## config.mk

```make
export PLATFORM = sky130hd
export DESIGN_NAME = player_ctrl
export DESIGN_NICKNAME = d
export VERILOG_FILES = /design/src/rtl/player_ctrl.sv
export SDC_FILE = /design/constraint.sdc
export NUM_CORES = 1
export LEC_CHECK = 0
export ABC_AREA = 0
export CAP_MARGIN = 20
export CORE_MARGIN = 5
export CORE_UTILIZATION = 30
export DETAILED_ROUTE_END_ITERATION = 8
export PLACE_DENSITY = 0.46
export SKIP_CTS_REPAIR_TIMING = 1
export SLEW_MARGIN = 20
export SYNTH_ARGS = -nofsm -noshare
export SYNTH_HDL_FRONTEND = slang
export SYNTH_SLANG_ARGS = --single-unit
```

## constraint.sdc

```tcl
create_clock -name sys_clk -period 2.55 [get_ports sys_clk]
set_input_delay 0.51 -clock sys_clk [delete_from_list [all_inputs] [get_ports sys_clk]]
set_output_delay 0.51 -clock sys_clk [all_outputs]
set_load 0.05 [all_outputs]
```

## src/rtl/player_ctrl.sv

```systemverilog
// Key-command scheduler for the note player: arbitration, post-command lockout and STOP/PLAY/PAUSE control.
// Optional build macro PLAYER_AUTO_NEXT_EN: song_end during PLAY advances to the next song instead of stopping.
//
// state    | meaning
// ST_STOP  | idle, note address held, buzzer silent
// ST_PLAY  | sequencer advancing notes
// ST_PAUSE | playback suspended, note address held for resume
module player_ctrl #(
    parameter int unsigned SONG_NUM     = 4,
    parameter int unsigned SONG_W       = 2,
    parameter logic [19:0] LOCK_CNT_MAX = 20'd500_000
) (
    input  logic              sys_clk,
    input  logic              sys_rst,
    input  logic              key_play,
    input  logic              key_next,
    input  logic              key_prev,
    input  logic              song_end,
    output logic              play_en,
    output logic [SONG_W-1:0] song_sel,
    output logic              song_restart,
    output logic [1:0]        state,
    output logic              lock_busy
);

    typedef enum logic [1:0] {
        ST_STOP  = 2'b00,
        ST_PLAY  = 2'b01,
        ST_PAUSE = 2'b10
    } state_e;

    localparam logic [SONG_W-1:0] SEL_LAST = SONG_W'(SONG_NUM - 1);

    state_e            state_q, state_d;
    logic [SONG_W-1:0] song_sel_q, song_sel_d;
    logic              restart_q, restart_d;
    logic              play_en_q, play_en_d;
    logic              busy_q, busy_d;
    logic [19:0]       lock_cnt_q, lock_cnt_d;

    logic key_ok, acc_play, acc_next, acc_prev, any_key, end_ev;

    // Fixed priority play > next > prev; losers are simply dropped.
    always_comb begin
        key_ok   = (lock_cnt_q == 20'd0);
        acc_play = key_ok & key_play;
        acc_next = key_ok & ~key_play & key_next;
        acc_prev = key_ok & ~key_play & ~key_next & key_prev;
        any_key  = acc_play | acc_next | acc_prev;
        end_ev   = song_end & ~any_key & (state_q == ST_PLAY);
    end

    always_ff @(posedge sys_clk) begin
        if (sys_rst) begin
            state_q    <= ST_STOP;
            song_sel_q <= '0;
            restart_q  <= 1'b0;
            play_en_q  <= 1'b0;
            busy_q     <= 1'b0;
            lock_cnt_q <= 20'd0;
        end else begin
            state_q    <= state_d;
            song_sel_q <= song_sel_d;
            restart_q  <= restart_d;
            play_en_q  <= play_en_d;
            busy_q     <= busy_d;
            lock_cnt_q <= lock_cnt_d;
        end
    end

    always_comb begin
        state_d = state_q;
        if (acc_play) begin
            case (state_q)
                ST_STOP:  state_d = ST_PLAY;
                ST_PLAY:  state_d = ST_PAUSE;
                ST_PAUSE: state_d = ST_PLAY;
                default:  state_d = ST_STOP;
            endcase
        end else if (end_ev) begin
`ifdef PLAYER_AUTO_NEXT_EN
            state_d = ST_PLAY;
`else
            state_d = ST_STOP;
`endif
        end
    end

    always_comb begin
        song_sel_d = song_sel_q;
        restart_d  = 1'b0;
        play_en_d  = (state_d == ST_PLAY);
        if (acc_play) begin
            restart_d = (state_q == ST_STOP);
        end else if (acc_next) begin
            song_sel_d = (song_sel_q == SEL_LAST) ? '0 : song_sel_q + 1'b1;
            restart_d  = 1'b1;
        end else if (acc_prev) begin
            song_sel_d = (song_sel_q == '0) ? SEL_LAST : song_sel_q - 1'b1;
            restart_d  = 1'b1;
        end else if (end_ev) begin
`ifdef PLAYER_AUTO_NEXT_EN
            song_sel_d = (song_sel_q == SEL_LAST) ? '0 : song_sel_q + 1'b1;
            restart_d  = 1'b1;
`endif
        end

        // Load on acceptance, then count down to zero; busy shows the loaded/remaining value.
        if (any_key)
            lock_cnt_d = LOCK_CNT_MAX;
        else if (lock_cnt_q != 20'd0)
            lock_cnt_d = lock_cnt_q - 20'd1;
        else
            lock_cnt_d = 20'd0;
        busy_d = (lock_cnt_d != 20'd0);
    end

    assign state        = state_q;
    assign song_sel     = song_sel_q;
    assign song_restart = restart_q;
    assign play_en      = play_en_q;
    assign lock_busy    = busy_q;

endmodule
```

==> results of run 1 <==
-- state kept, by name, summed over array words and instances (netlist names) --
name	flops
song_sel	2
play_en	1
lock_busy	1
state	2
song_restart	1
lock_cnt_q	20
-- synthesized netlist by cell type, drive strengths merged --
| cell type | instances |
|---|---|
| o31ai | 3 |
| nand2 | 13 |
| xnor2 | 8 |
| or4 | 8 |
| xor2 | 6 |
| o21a | 1 |
| nor3b | 1 |
| o2111ai | 2 |
| nand2b | 2 |
| nand4 | 1 |
| inv | 8 |
| and4 | 2 |
| nor4b | 1 |
| and3 | 2 |
| or3 | 5 |
| buf | 4 |
| o41ai | 1 |
| o31a | 1 |
| nor2 | 29 |
| clkbuf | 6 |
| or2 | 3 |
| nor3 | 13 |
| or4b | 2 |
| ha | 3 |
| o21bai | 1 |
| o21ai | 2 |
| dfxtp | 27 |
| nand3 | 5 |
| o22ai | 2 |
| and4bb | 1 |
| nor4 | 6 |
| a21oi | 18 |
| mux2i | 3 |
| a2bb2oi | 1 |
| nor2b | 3 |
| a32oi | 1 |
| o32ai | 1 |
-- cell type report --
cell class | instances | area, µm² | area share, %
multi-input combinational | 151 | 997 | 49.6
sequential | 27 | 542 | 27.0
tap | 70 | 87.6 | 4.36
inverter | 8 | 30.0 | 1.49
timing repair buffer | 37 | 308 | 15.3
clock buffer | 4 | 45.0 | 2.24
-- logic make-up after synthesis --
family | after synthesis | synth area share (%)
and+or+nand+nor | 97 | 34.1
AOI/OAI and AO/OA | 34 | 14.1
DFF | 27 | 34.7
buffers and inverters | 18 | 4.98
xor gates and xnor gates | 14 | 7.87
muxes | 3 | 1.93
adders and majority gates | 3 | 2.41
-- per-layer routing --
layer  track usage [%]  share of wire, %  vias up
met1              15.9                45      703
met4              5.15               1.5        0
met3              1.97               3.5        8
li1                  -                 -      764
met2              23.7                50       34
met5                 0                 0        -
-- stage by stage --
stage | hold WS, ns | power [µW] | std cells | instance area, µm²
6_report | 0.502 | 2540 | 297 | 2010
3_5_place_dp | 0.493 | 2190 | 293 | 1910
4_1_cts | 0.505 | 2450 | 297 | 1950
5_1_grt | 0.552 | 2750 | 297 | 2010
3_3_place_gp | 0.485 | 2170 | 293 | 1910
2_1_floorplan | 0.456 | 1710 | 196 | 1560
-- report_power, final --
group | leakage, µW | switching, µW | internal, µW
sequential | 0.000221 | 140 | 554
combinational | 0.000528 | 859 | 741
clock | 0.0000228 | 137 | 112
total | 0.000772 | 1140 | 1410
-- final timing paths --
| path | cells after the start | from | to | slack [ns] |
|---|---|---|---|---|
| worst min register to register | 2 | state[1] | state[1] | 0.50 |
| worst max register to register | 9 | lock_cnt_q[0] | lock_busy | 0.07 |
| worst min-delay path | 2 | state[1] | state[1] | 0.50 |
| worst max-delay path | 9 | lock_cnt_q[0] | lock_busy | 0.07 |
-- placed cells by master, fill, tap and decap left out, types with 3 or more instances in the layout --
cell type        instances
buf_4                   25
nor2_1                  29
nor4_1                   3
clkbuf_8                 3
or4_1                    6
nand3_1                  5
or2_2                    3
nor3_2                   3
ha_1                     3
xor2_1                   6
mux2i_1                  3
or3_1                    5
nor2b_1                  3
dfxtp_1                 26
o31ai_1                  3
inv_1                    8
a21oi_1                 17
clkdlybuf4s50_1         12
nand2_1                 13
xnor2_1                  8
nor3_1                   9
-- critical path, stage by stage (launching register included) --
cell      delay (ns)
dfxtp_2         0.33
inv_1           0.06
ha_1            0.16
or4b_4          0.49
or4_4           0.53
buf_4           0.18
nor4_4          0.26
a21oi_2         0.06
and4bb_2        0.22
a21oi_1         0.13
==> impl_metrics.toml, run 1 <==
[setup_path]
required_ns = 2.76
critPathArrivalTime_ns = 2.68
crit_path_max_fanout = 4
crit_type = "reg2reg"
end_kind = "flip-flop"
start_kind = "flip-flop"

[die]
die_area_mm2 = 0.00673
ios = 13
die_h_um = 82.1
placementRows = 26
die_x_um = 82.1
start_util_pct = 30.7
core-area_mm2 = 0.00507

[clock_network]
htreeDepth = 1
clk_latency_ns = 0.27
clock_sinks = 27
cts_max_path_buffers = 2
cts_buffers = 3
cts_tree = "built"
clk_pin_slew_ns = 0.10
cts-root-buf = "clkbuf_8"

[cells_and_area]
layout-area-overhead-vs-synth_pct = 29.0
drive_above_1_share_pct = 20.7
fin_nets = 237
fill_cells = 554
n_antenna_cell = 0
final_util_pct = 39.6

[sta]
drv_slew = 0
setup_ws_ns = 0.0742
final.min_clock_period_ns = 2.48
worst_slew_pin_slew_ns = 0.556
finalHoldViolCount = 0
rsz0062_at_grt = "yes"
relSlewSlack_pct = 62.6
finalClockSkew_ns = 0.00745
max_freq_mhz = 404
setup_viol = 0
setup_tns_ns = 0
fin_crit_sh_pct = 97.1

[global_route]
grt_pass1_vias = 1542
grt.total_usage_pct = 13.3
antenna_found_initial = 0
overflow = 0
grt_pass1_wl_um = 7040
grt_start_max_net_pins = 15

[place]
dp_slack_ns = 0.0120
dp.final_hpwl_um = 3130
portBuffers = 12
globalplace.congestion = 0.789

[synthesis]
ys_top_cells_by_area = "dfxtp_1, nor2_1, a21oi_1, xnor2_1, nor3_1"
synth_top_area_share_pct = 34.7
syn_inst = 196
seq_area_frac_synth_pct = 34.7
yosysWarnings = 0
synth_seq_cells = 27
syn-cell-area_mm2 = 0.00156
synth.net_count = 205
syn_area_per_cell_um2 = 7.95
synth_cell_type_count = 43
synth_top_cell_by_area = "dfxtp_1"

[route]
via_per_inst = 5.08
wl_um = 4090
dr.pass1.iters = 4
postRouteAntennaNets = 0
vias = 1509
drt_iter0_drc = 65
wire_per_inst_um = 13.8
drc = 0

[run_status]
status = "completed"

[power]
p_leak_uw = 0.000772
power.density_mw_per_mm2 = 1260
ir_worst_vdd_v = 0.000339

[job]
drv_cap = 0

[worst_hold_path]
worstHoldPathType = "reg2reg"
Note: power is estimated with default switching activity, not from simulation.
==> run 2: changes to the inputs <==
--- a/config.mk
+++ b/config.mk
@@ -7,7 +7,7 @@
 export LEC_CHECK = 0
 export ABC_AREA = 0
 export CAP_MARGIN = 20
-export CORE_MARGIN = 5
+export CORE_MARGIN = 2
 export CORE_UTILIZATION = 30
 export DETAILED_ROUTE_END_ITERATION = 8
 export PLACE_DENSITY = 0.46
==> run 2 against run 1 <==
- die area fell by 14%
- largest cell class unchanged
- critical endpoint unchanged
- clock skew fell by 0.0052 ns
- utilization rose by 0.62 points
- count of clock-buffer cells in the layout did not move
- sequential share of layout area fell by 0.35 points
- combinational power rose by 4%
- critical path type unchanged
==> impl_metrics.toml, run 2 (synthesis gave the netlist of run 1 again) <==
[global_route]
grt_pass1_wl_um = 6830
grt.total_usage_pct = 14.3
antenna_found_initial = 0
grt_pass1_vias = 1480
grt_start_max_net_pins = 15
overflow = 0

[job]
drv_cap = 0

[power]
power.density_mw_per_mm2 = 1280
p_leak_uw = 0.000779
ir_worst_vdd_v = 0.000372
total_power_uw = 2610

[clock_network]
cts_buffers = 3
clock_sinks = 27
clk_latency_ns = 0.27
cts_tree = "built"
htreeDepth = 1
clk_pin_slew_ns = 0.09
cts-root-buf = "clkbuf_8"
cts_max_path_buffers = 2

[cells_and_area]
drive_above_1_share_pct = 22.5
layout_common_cells = "nor2_1, dfxtp_1, buf_4"
fin_cells = 297
layout_commonest_cell = "nor2_1"
fin_nets = 237
largest_reg_flops = 20
n_antenna_cell = 0
top_register = "lock_cnt_q"
final_util_pct = 40.2
layout-area-overhead-vs-synth_pct = 31.0

[sta]
finalClockSkew_ns = 0.00223
worst_slew_pin_slew_ns = 0.556
drv_slew = 0
fin_crit_sh_pct = 97.1
max_freq_mhz = 404
relSlewSlack_pct = 62.6
finalHoldViolCount = 0
setup_viol = 0
final.min_clock_period_ns = 2.48

[die]
ios = 13
die_x_um = 76.1
die_h_um = 76.1
die_area_mm2 = 0.00579
start_util_pct = 30.7
core-area_mm2 = 0.00507
placementRows = 26

[route]
wl_um = 4050
vias = 1508
drc = 0
wire_per_inst_um = 13.6
via_per_inst = 5.08
postRouteAntennaNets = 0
dr.pass1.iters = 4
drt_iter0_drc = 96

[run_status]
status = "completed"

[setup_path]
crit_buf_inv = 1
critPathArrivalTime_ns = 2.65
crit_type = "reg2reg"
crit_family = "simple AND/OR/NAND/NOR gates"
required_ns = 2.73
cpPeakStageDelay_ns = 0.57
slowest_stage = "or4_4"
crit_path_max_fanout = 4
path_common_cell = "a21oi_2"
worstPathCellList = "inv_1 > ha_2 > or4b_4 > or4_4 > or2_2 > a21oi_2 > and4bb_2 > a21oi_2"
end_kind = "flip-flop"
start_kind = "flip-flop"

[place]
globalplace.congestion = 0.821
portBuffers = 12
dpl.cell_count = 293
dp.final_hpwl_um = 3070

[worst_hold_path]
worstHoldPathType = "reg2reg"
## run 2: worst paths after layout
kind	from	endpoint	slack, ns	cells after the start
max	lock_cnt_q[1]	lock_busy	0.07	8
max reg2reg	lock_cnt_q[1]	lock_busy	0.07	8
min	state[1]	state[1]	0.51	2
min reg2reg	state[1]	state[1]	0.51	2
## run 2: metrics by stage
| stage | setup WS (ns) | area (µm²) | setup TNS, ns | hold WS (ns) |
|---|---|---|---|---|
| global placement | 0.0534 | 1910 | 0 | 0.500 |
| floorplan | 0.00478 | 1560 | 0 | 0.456 |
| global route | -0.0175 | 2040 | -0.0278 | 0.528 |
| CTS | -0.0345 | 1950 | -0.0390 | 0.506 |
| finish | 0.0734 | 2040 | 0 | 0.507 |
| detailed placement | -0.00298 | 1910 | -0.00298 | 0.493 |
## run 2: routing by layer
layer | part of all wire (%) | GRT usage, % | vias up
met5 | 0 | 0 | -
met1 | 46 | 18.3 | 712
met2 | 50 | 24.9 | 29
met4 | 1.2 | 4.36 | 0
met3 | 2.7 | 2.13 | 5
li1 | - | - | 762
## run 2: cell type report
cell class | instances | area, µm²
fill | 548 | 3030
multi-input combinational | 151 | 1020
sequential | 27 | 543
timing repair buffer | 37 | 315
tap | 70 | 87.6
clock buffer | 4 | 45.0
inverter | 8 | 30.0
## run 2: worst reg2reg max path: stages, from the launching register on
cell and delay, ns:
dfxtp_2 0.33, inv_1 0.05, ha_2 0.16, or4b_4 0.49, or4_4 0.57, or2_2 0.33
a21oi_2 0.15, and4bb_2 0.25, a21oi_2 0.05
## run 2: report_power, final
group	total, µW	internal (µW)	switching [µW]
clock network	247	112	135
logic	1670	770	900
registers	689	555	134
total	2610	1440	1170
